**config.mk**
```make
export PLATFORM = sky130hd
export DESIGN_NAME = ifu_lsu_mem_arb
export DESIGN_NICKNAME = d
export VERILOG_FILES = /design/src/rtl/ifu_lsu_mem_arb.sv
export SDC_FILE = /design/constraint.sdc
export NUM_CORES = 1
export LEC_CHECK = 0
export ABC_CLOCK_PERIOD_IN_PS = 2140
export BUFFER_PORTS_ARGS = -buffer_cell sky130_fd_sc_hd__buf_2
export CAP_MARGIN = 20
export CORE_AREA = 2 2 107 109
export CTS_BUF_LIST = sky130_fd_sc_hd__clkbuf_16
export DETAILED_ROUTE_END_ITERATION = 10
export DIE_AREA = 0 0 109 111
export PLACE_DENSITY_LB_ADDON = 0.08
export SKIP_LAST_GASP = 1
export SLEW_MARGIN = 20
export SYNTH_ARGS = -nofsm -noshare
export SYNTH_HDL_FRONTEND = slang
export SYNTH_SLANG_ARGS = --single-unit
```
**constraint.sdc**
```tcl
create_clock -name clk -period 2.14 [get_ports clk]
set_input_delay 0.214 -clock clk [delete_from_list [all_inputs] [get_ports clk]]
set_output_delay 0.214 -clock clk [all_outputs]
set_load 0.01 [all_outputs]
```
**src/rtl/ifu_lsu_mem_arb.sv**
```systemverilog
// rtl/ifu_lsu_mem_arb.sv - single-port SRAM arbiter between instruction fetch and load/store
// Optional round-robin arbitration enabled by defining MEM_ARB_RR_EN.

`ifndef XLEN
`define XLEN 32
`endif
`ifndef PC_SIZE
`define PC_SIZE 32
`endif
`ifndef INSTR_SIZE
`define INSTR_SIZE `XLEN
`endif

module ifu_lsu_mem_arb (
    input  logic                  clk,
    input  logic                  rst_n,
    input  logic                  ifu_req_valid,
    output logic                  ifu_req_ready,
    input  logic [`PC_SIZE-1:0]   ifu_req_pc,
    output logic                  ifu_rsp_valid,
    input  logic                  ifu_rsp_ready,
    output logic [`INSTR_SIZE-1:0] ifu_rsp_instr,
    input  logic                  ifu_flush,
    input  logic                  lsu_req_valid,
    output logic                  lsu_req_ready,
    input  logic [`PC_SIZE-1:0]   lsu_req_addr,
    input  logic                  lsu_req_wen,
    input  logic [`XLEN-1:0]      lsu_req_wdata,
    input  logic [3:0]            lsu_req_wmask,
    output logic                  lsu_rsp_valid,
    input  logic                  lsu_rsp_ready,
    output logic [`XLEN-1:0]      lsu_rsp_rdata,
    output logic                  mem_cs,
    output logic                  mem_we,
    output logic [`PC_SIZE-3:0]   mem_addr,
    output logic [`XLEN-1:0]      mem_wdata,
    output logic [3:0]            mem_wem,
    input  logic [`XLEN-1:0]      mem_rdata
);

    typedef enum logic {S_IDLE, S_PEND} state_e;
    typedef enum logic {OWN_IFU, OWN_LSU} owner_e;

    state_e           state_q, state_d;
    owner_e           owner_q, owner_d;
    logic [`XLEN-1:0] hold_q, hold_d;
    logic             first_q, first_d;
    logic             wr_q, wr_d;
    logic             rsp_valid, rsp_hs, slot, lsu_pri, lsu_win, ifu_win;
    logic [`XLEN-1:0] rsp_data;

`ifdef MEM_ARB_RR_EN
    owner_e           rr_q, rr_d;
`endif

    // Byte offsets are irrelevant to a word-addressed SRAM.
    logic unused_lsbs;
    assign unused_lsbs = ^{ifu_req_pc[1:0], lsu_req_addr[1:0]};

    always_comb begin
        // A flush hides the IFU response in the same cycle it is raised.
        rsp_valid     = (state_q == S_PEND) && !((owner_q == OWN_IFU) && ifu_flush);
        ifu_rsp_valid = rsp_valid && (owner_q == OWN_IFU);
        lsu_rsp_valid = rsp_valid && (owner_q == OWN_LSU);
        rsp_hs        = (ifu_rsp_valid && ifu_rsp_ready) || (lsu_rsp_valid && lsu_rsp_ready);
        slot          = rst_n && ((state_q == S_IDLE) || rsp_hs);

`ifdef MEM_ARB_RR_EN
        lsu_pri = !ifu_req_valid || (rr_q == OWN_IFU);
`else
        lsu_pri = 1'b1;
`endif
        lsu_win = slot && lsu_req_valid && lsu_pri;
        ifu_win = slot && ifu_req_valid && !lsu_win;

        lsu_req_ready = lsu_win;
        ifu_req_ready = ifu_win;
        mem_cs        = lsu_win || ifu_win;
        mem_we        = lsu_win && lsu_req_wen;
        mem_wem       = (lsu_win && lsu_req_wen) ? lsu_req_wmask : 4'b0000;
        mem_wdata     = lsu_win ? lsu_req_wdata : '0;
        mem_addr      = lsu_win ? lsu_req_addr[`PC_SIZE-1:2] : ifu_req_pc[`PC_SIZE-1:2];

        rsp_data      = first_q ? mem_rdata : hold_q;
        ifu_rsp_instr = rsp_data;
        lsu_rsp_rdata = wr_q ? '0 : rsp_data;
    end

    always_comb begin
        state_d = state_q;
        owner_d = owner_q;
        hold_d  = hold_q;
        first_d = 1'b0;
        wr_d    = wr_q;
`ifdef MEM_ARB_RR_EN
        rr_d    = rr_q;
`endif
        if (first_q && !wr_q) begin
            hold_d = mem_rdata;
        end
        if (mem_cs) begin
            state_d = S_PEND;
            owner_d = lsu_win ? OWN_LSU : OWN_IFU;
            first_d = 1'b1;
            wr_d    = lsu_win && lsu_req_wen;
`ifdef MEM_ARB_RR_EN
            rr_d    = lsu_win ? OWN_LSU : OWN_IFU;
`endif
        end else if (rsp_hs || ((state_q == S_PEND) && (owner_q == OWN_IFU) && ifu_flush)) begin
            state_d = S_IDLE;
        end
    end

    always_ff @(posedge clk or negedge rst_n) begin
        if (!rst_n) begin
            state_q <= S_IDLE;
            owner_q <= OWN_IFU;
            hold_q  <= '0;
            first_q <= 1'b0;
            wr_q    <= 1'b0;
`ifdef MEM_ARB_RR_EN
            rr_q    <= OWN_IFU;
`endif
        end else begin
            state_q <= state_d;
            owner_q <= owner_d;
            hold_q  <= hold_d;
            first_q <= first_d;
            wr_q    <= wr_d;
`ifdef MEM_ARB_RR_EN
            rr_q    <= rr_d;
`endif
        end
    end

endmodule

```
== Yosys cells after proc, flatten, opt, wreduce, memory -nomap -nowiden ==
Cells that the tools add are included.
Operators by class
  bitwise gates (word level): 2
  reductions and logical operators: 22
  mux-type cells: 9
Operator list (number)
  2-to-1 mux 32 bit: 3
  2-to-1 mux 30 bit: 1
  logical AND 1 bit: 14
  logical OR 1 bit: 4
  2-to-1 mux 1 bit: 4
  2-to-1 mux 4 bit: 1
  logical NOT 1 bit: 3
  inverter 1 bit: 2
  nonzero test 2 bit: 1
Word-level totals
  input port bits: 140
  word-level logic and storage cells: 38
  output and inout port bits: 136
  register bits: 36

== Logic depth before layout (Yosys ltp) ==
Gate-level depths: netlist of run 1.
  word-level depth: 14
  mapped depth: 5
  depth with buffers taken out: 3

== Worst setup path before layout of run 1 ==
No wires, ideal clock.
  path type: register to output
  start point: register owner_q
  end point: output mem_addr[0]
  stages on the path, launching flop included: 6
  slack: 515 ps
  arrival time: 1411 ps
  required time: 1926 ps
  path through: dfrtp_1 > nor3b_2 > o211a_1 > buf_6 > buf_12 > mux2_4
Between the ends
  longest elaborated chain between the ends: 11
  elaborated cells on any way between the ends: 13
Ends and longest elaborated chain
  from (decl): RTL line 45  | owner_e owner_q, owner_d;
  from (signal assigned): RTL line 126  | owner_q <= owner_d;
  inverter 1 bit: RTL line 62, 63
  logical AND 1 bit: RTL line 62  | rsp_valid = (state_q == S_PEND) && !((owner_q == OWN_IFU) && ifu_flush);
  logical NOT 1 bit: RTL line 62
  logical AND 1 bit: RTL line 62
  logical AND 1 bit, on equally long branches: RTL line 63, 64
  logical AND 1 bit: RTL line 65  | rsp_hs = (ifu_rsp_valid && ifu_rsp_ready) || (lsu_rsp_valid && lsu_rsp_ready);
  logical OR 1 bit (*): RTL line 65
  logical OR 1 bit (*): RTL line 66  | slot = rst_n && ((state_q == S_IDLE) || rsp_hs);
  logical AND 1 bit (*): RTL line 66
  logical AND 1 bit (*): RTL line 73  | lsu_win = slot && lsu_req_valid && lsu_pri;
  2-to-1 mux 30 bit (*): RTL line 82  | mem_addr = lsu_win ? lsu_req_addr[`PC_SIZE-1:2] : ifu_req_pc[`PC_SIZE-1:2];
  to (decl): RTL line 35  | output logic [`PC_SIZE-3:0] mem_addr,
Mark *: on every way between the ends. The rest lies on a longest branch, timed or not.

== Final worst setup path of run 1 ==
  start point: register owner_q
  end point: output mem_addr[12]
Same word-level chain as after synthesis.

==> impl_metrics.json, run 1 <==
{
  "fillers": 1137,
  "pin_count": 276,
  "vias": 2823,
  "layout.cells.non_filler": 656,
  "routabilityCongestion": 0.708,
  "setup_tns_ns": 0,
  "synth_cells": 236,
  "p_total_w": 0.00378,
  "wl_met3_um": 933,
  "regArea_um2": 902,
  "cts.clk_slew.worst_paths_ns": 0.06,
  "rows": 39,
  "synth.avg_cell_area_um2": 11.7,
  "crit_path_max_fanout": 10,
  "synthTopCellsByArea": "dfrtp_1 (33%), mux2_2 (25%), mux2_4 (16%), and2_1 (7.7%), nor2b_1 (7.5%)",
  "synth_area_um2": 2770,
  "firstDrtPassIters": 4,
  "critPathLaunchType": "flop",
  "rsz0062_at_grt": "true",
  "grt-ovfl-total": 0,
  "synthSimpleGateAreaFrac_pct": 17.1,
  "dieArea_um2": 12100,
  "syn_to_final_growth_pct": 64.4,
  "first_global_vias": 2565,
  "max_freq_mhz": 475,
  "combinationalPowerShare_pct": 53.6,
  "wl_met2_mm": 4.89,
  "synth_top_family_by_area": "multiplexers",
  "nNetsFinal": 652,
  "p_clk_share_pct": 18.5,
  "internal-power_w": 0.00247,
  "clockRootBuffer": "clkbuf_16",
  "dp_cells": 639,
  "cts_tree": "done",
  "tightest_slew_ns": 0.463,
  "synth.yosys.seq_area_share_pct": 32.6,
  "antenna_found_initial": 0,
  "status": "finished clean",
  "fin_skew_ns": 0.00847,
  "arrival_ns": 1.89,
  "final_util_pct": 41.1,
  "port_buffers": 271,
  "drive_gt1_share_pct": 75.8,
  "worstSetupPathType": "flop to primary output",
  "synth_warnings": 0,
  "multi_input_area_um2": 1730,
  "clkLatencyLatePin_ns": 0.27,
  "synthAdderAreaFrac_pct": 0,
  "synth_compound_area_share_pct": 2.44,
  "ir_drop_v": 0.000478,
  "power_frac_seq_pct": 27.9,
  "dpl.hpwl_mm": 7.96,
  "clock_sinks": 36,
  "h-tree-depth": 2,
  "viasPerCell": 4.30,
  "grt_max_degree": 45,
  "timing.final.crit_share_pct": 98.3,
  "endpoint_kind": "primary output",
  "synth_mux_area_share_pct": 42.3,
  "fin_area_um2": 4550,
  "ant_nets": 0,
  "die_w_um": 109,
  "dieHeight_um": 111,
  "drt-initial-drc-count": 57,
  "drc": 0,
  "synth_cell_types": 24,
  "hp-class": "input port to async pin",
  "p_sw_w": 0.00131,
  "synth.net_count": 376,
  "wl_met1_mm": 4.17,
  "required_ns": 1.93,
  "cts_made_buffers": 5,
  "p_sw_share_pct": 34.7,
  "slew_violations": 0,
  "power_density_nw_per_um2": 830,
  "slew_headroom_pct": 69.2,
  "grtUsageTotal_pct": 15.0,
  "core-area_um2": 11100,
  "synth_seq_cells": 36,
  "synth-xor-area-share_pct": 0,
  "grt_pass1_wl_mm": 13.9,
  "start_util_pct": 25.0,
  "hold_viol_final": 0,
  "clock_path_buffers": 2,
  "finalSetupViolations": 0,
  "diodes": 0,
  "highest_layer": "met4",
  "placed_area_um2": 4270,
  "r2r_slack_ns": 0.59,
  "period_minus_slack_ns": 2.10,
  "yosysTopAreaCellShare_pct": 32.6,
  "routedWlPerCell_um": 15.4,
  "wirelength_mm": 10.1,
  "leakage_nw": 2.47,
  "drv_cap": 0,
  "yosys.area.top_type": "dfrtp_1"
}
-- per-layer routing --
metal,GRT usage (%),vias to the layer above
met5,0,-
met1,19.1,1318
met2,25.3,133
met3,4.76,11
li1,-,1361
met4,1.79,0
-- cell families (layout without fill, tap and decap cells) --
family | after synthesis | in the layout
multiplexers | 94 | 94
flip-flops | 36 | 36
AND/OR/NAND/NOR | 75 | 75
AO/OA/AOI/OAI | 9 | 9
buffers and inverters | 22 | 299
-- worst max-delay path, stage by stage (launching register included) --
cell and delay (ns):
dfrtp_2 0.45, nor3b_4 0.25, o211a_4 0.28, buf_12 0.17
mux2_4 0.32, buf_2 0.14
-- state kept, by name (all words and copies together) (netlist names) --
register / count
hold_q: 32
first_q: 1
owner_q: 1
state_q: 1
wr_q: 1
-- through the flow --
stage / hold WS (ns) / setup WS [ns]
floorplan: -0.0816 / 0.515
global placement: 0.0452 / 0.245
detailed placement: 0.0441 / 0.217
CTS: 0.106 / 0.00218
global route: 0.138 / -0.0196
finish: 0.0799 / 0.0362
-- Yosys cell counts --
cell type  number
mux2_2         62
dfrtp_1        36
and2_1         34
nor2b_1        33
mux2_4         30
buf_2           9
and3_1          4
clkbuf_1        4
buf_12          3
inv_1           3
clkbuf_2        2
mux2_1          2
nor3_1          2
o21ai_0         2
a21bo_1         1
a21o_1          1
a21oi_1         1
a22o_1          1
buf_6           1
nor3b_1         1
nor3b_2         1
o211a_1         1
o211ai_1        1
o221ai_1        1
-- path summary, 6_finish.rpt --
check | start | endpoint | cells past startpoint
worst max-delay path | owner_q | mem_addr[12] | 5
worst min-delay path | rst_n | wr_q | 2
worst max register to register | owner_q | owner_q | 5
worst min register to register | hold_q[5] | hold_q[5] | 1
max in group asynchronous | rst_n | owner_q | 2
min in group clk | mem_rdata[26] | hold_q[26] | 2
-- cell usage in the layout, fill, tap and decap left out, types with 2 or more instances in the layout --
master and n:
nor2b_1 32, o21ai_0 2, buf_12 3, dfrtp_1 35, clkbuf_16 8, buf_2 271
mux2_4 30, inv_1 5, mux2_2 62, buf_4 9, mux2_1 2, and3_1 4
and2_1 34, nor3_1 2
-- power by group through the flow --
stage          combinational (W)  clock, W  sequential [W]
2_1_floorplan            0.00125         0         0.00103
3_3_place_gp             0.00199         0         0.00105
3_5_place_dp             0.00201         0         0.00106
4_1_cts                  0.00202  0.000723         0.00105
5_1_grt                  0.00221  0.000757         0.00109
6_report                 0.00203  0.000697         0.00105
-- final cells by class --
| type | instances | share of cell area, % |
|---|---|---|
| clock buffer | 5 | 2.75 |
| inverter | 3 | 0.248 |
| multi-input combinational | 178 | 38.1 |
| clock inverter | 3 | 0.358 |
| tap | 143 | 3.93 |
| timing repair buffer | 288 | 34.7 |
| sequential | 36 | 19.8 |
-- repair_timing --
action,4_1_cts,5_1_grt
endpoints found under the hold margin,2,0
cloned,0,3
buffers inserted,1,4
resized for setup,0,3
pin swaps,2,3
hold buffers,1,0
setup endpoints to repair,30,30
No activity file was read; power rests on OpenSTA's default activity.
==> inputs of run 2 (changes only) <==
--- a/config.mk
+++ b/config.mk
@@ -5,7 +5,7 @@
 export SDC_FILE = /design/constraint.sdc
 export NUM_CORES = 1
 export LEC_CHECK = 0
-export ABC_CLOCK_PERIOD_IN_PS = 2140
+export ABC_CLOCK_PERIOD_IN_PS = 2400
 export BUFFER_PORTS_ARGS = -buffer_cell sky130_fd_sc_hd__buf_2
 export CAP_MARGIN = 20
 export CORE_AREA = 2 2 107 109
==> constraint.sdc (replaced) <==
create_clock -name clk -period 2.4 [get_ports clk]
set_input_delay 0.24 -clock clk [delete_from_list [all_inputs] [get_ports clk]]
set_output_delay 0.24 -clock clk [all_outputs]
set_load 0.01 [all_outputs]
==> run 2 against run 1 <==
Count of clock-buffer cells in the layout did not move. Largest cell class unchanged. Worst hold slack worse by 0.025 ns. Critical endpoint is now mem_addr[23]. Die area stayed put. Critical path depth unchanged. Non-clock buffer count shrank 10. Global-route usage increased by 0.18 points. Power decreased by 9.6%. Combinational power fell by 14%. Via count fell by 2.8%. Routed wire length decreased by 3.8%.
==> impl_metrics.json, run 2 (same netlist as run 1, synthesis figures left out) <==
{
  "layout_commonest_cell": "buf_2",
  "grt_max_degree": 45,
  "slew_headroom_pct": 66.1,
  "crit_slowest_cell": "dfrtp_1",
  "clock_sinks": 36,
  "ir_drop_v": 0.000387,
  "viasPerCell": 4.25,
  "die_w_um": 109,
  "placed_area_um2": 4250,
  "hold_viol_final": 0,
  "first_global_vias": 2574,
  "cp_cell_sequence": "nor3b_2 > o211a_4 > buf_12 > mux2_4 > buf_2",
  "fillers": 1152,
  "h-tree-depth": 2,
  "drt-initial-drc-count": 80,
  "status": "finished clean",
  "tightest_slew_ns": 0.508,
  "required_ns": 2.16,
  "routedWlPerCell_um": 15.0,
  "vias": 2745,
  "path_buf_inv": 2,
  "antenna_found_initial": 0,
  "critPathLaunchType": "flop",
  "cts_resized": 0,
  "hold_buffers": 0,
  "final.hold.worst_slack_ns": 0.0550,
  "grtUsageTotal_pct": 15.1,
  "postCtsSetupRepairBufs": 0,
  "nNetsFinal": 642,
  "drive_gt1_share_pct": 75.3,
  "drv_cap": 0,
  "dpl.hpwl_mm": 7.75,
  "rsz0062_at_grt": "false",
  "grt_pass1_wl_mm": 14.0,
  "worstSetupPathType": "flop to primary output",
  "firstDrtPassIters": 4,
  "max_stage_delay_ns": 0.45,
  "grt-ovfl-total": 0,
  "clockRootBuffer": "clkbuf_16",
  "r2r_start": "first_q",
  "cts.clk_slew.worst_paths_ns": 0.06,
  "clock_path_buffers": 2,
  "finalSetupViolations": 0,
  "crit_family": "flip-flops",
  "cts_tree": "done",
  "pin_count": 276,
  "leakage_nw": 2.40,
  "final_cell_mix": "buf_2 (271), mux2_2 (62), dfrtp_1 (36), and2_1 (34), nor2b_1 (32)",
  "setup_tns_ns": 0,
  "routabilityCongestion": 0.688,
  "start_util_pct": 25.0,
  "wirelength_mm": 9.71,
  "p_total_w": 0.00342,
  "timing.final.crit_share_pct": 92.1,
  "hp-class": "input port to async pin",
  "syn_to_final_growth_pct": 59.6,
  "reg2regPathDepth": 3,
  "reg2reg_to": "hold_q[0]",
  "rows": 39,
  "crit_path_max_fanout": 44,
  "dieArea_um2": 12100,
  "slew_violations": 0,
  "drc": 0,
  "cts_made_buffers": 5,
  "fin_skew_ns": 0.00670,
  "diodes": 0,
  "core-area_um2": 11100,
  "arrival_ns": 1.97,
  "dieHeight_um": 111,
  "port_buffers": 271,
  "clkLatencyLatePin_ns": 0.28,
  "fin_area_um2": 4420,
  "r2r_slack_ns": 0.96,
  "period_minus_slack_ns": 2.21,
  "power_density_nw_per_um2": 773,
  "max_freq_mhz": 452,
  "ant_nets": 0,
  "endpoint_kind": "primary output",
  "final_util_pct": 39.9,
  "regMostFlops": "hold_q",
  "largest_reg_flops": 32
}
==> run 2: cell count changes in the layout (fill, tap and decap cells not counted), sizes merged <==
cell | previous run | this run
buf | 284 | 278
bufinv | 0 | 1
clkbuf | 8 | 5
clkinv | 1 | 2
dlygate4sd3 | 1 | 0
inv | 5 | 3
==> run 2: layer usage <==
metal / global-route usage (%) / vias to the layer above / wire [um]
met5: 0 / - / 0
li1: - / 1339 / -
met2: 25.4 / 125 / 4690
met3: 5.58 / 6 / 948
met1: 18.7 / 1275 / 4000
met4: 2.39 / 0 / 66
==> run 2: worst reg2reg max path: cells and delay by family, from the launching register on <==
kind	cells	cell delay, ns
muxes	1	0.42
buffers and inverters	1	0.39
DFF	1	0.38
and+or+nand+nor	1	0.15
==> run 2: final cells by class <==
| type | instances | area, um2 | area share [%] |
|---|---|---|---|
| clock inverter | 3 | 37.5 | 0.850 |
| tap | 143 | 179 | 4.05 |
| sequential | 36 | 901 | 20.4 |
| multi-input combinational | 178 | 1730 | 39.1 |
| timing repair buffer | 278 | 1430 | 32.5 |
| clock buffer | 5 | 125 | 2.83 |
| inverter | 3 | 11.3 | 0.255 |
==> run 2: worst max path at each step <==
| stage | from | endpoint | depth (start not counted) |
|---|---|---|---|
| global route | owner_q | mem_addr[25] | 5 |
| floorplan | owner_q | mem_addr[0] | 5 |
| detailed placement | owner_q | mem_addr[25] | 5 |
| CTS | owner_q | mem_addr[23] | 5 |
| global placement | owner_q | mem_addr[21] | 5 |
| finish | owner_q | mem_addr[23] | 5 |
==> run 2: where the power goes <==
| part | total (W) | switching (W) | internal (W) | leakage [nW] |
|---|---|---|---|---|
| combinational | 0.00174 | 0.000796 | 0.000948 | 1.90 |
| sequential | 0.000936 | 0.000106 | 0.000830 | 0.423 |
| clock | 0.000735 | 0.000252 | 0.000483 | 0.0789 |
| total | 0.00342 | 0.00115 | 0.00226 | 2.40 |
==> run 2: stage by stage <==
stage | cells | worst slack [ns]
after global routing | 646 | 0.0804
after CTS | 646 | 0.154
after global placement | 638 | 0.470
final | 646 | 0.190
after detailed placement | 638 | 0.459
after floorplan | 236 | 0.749
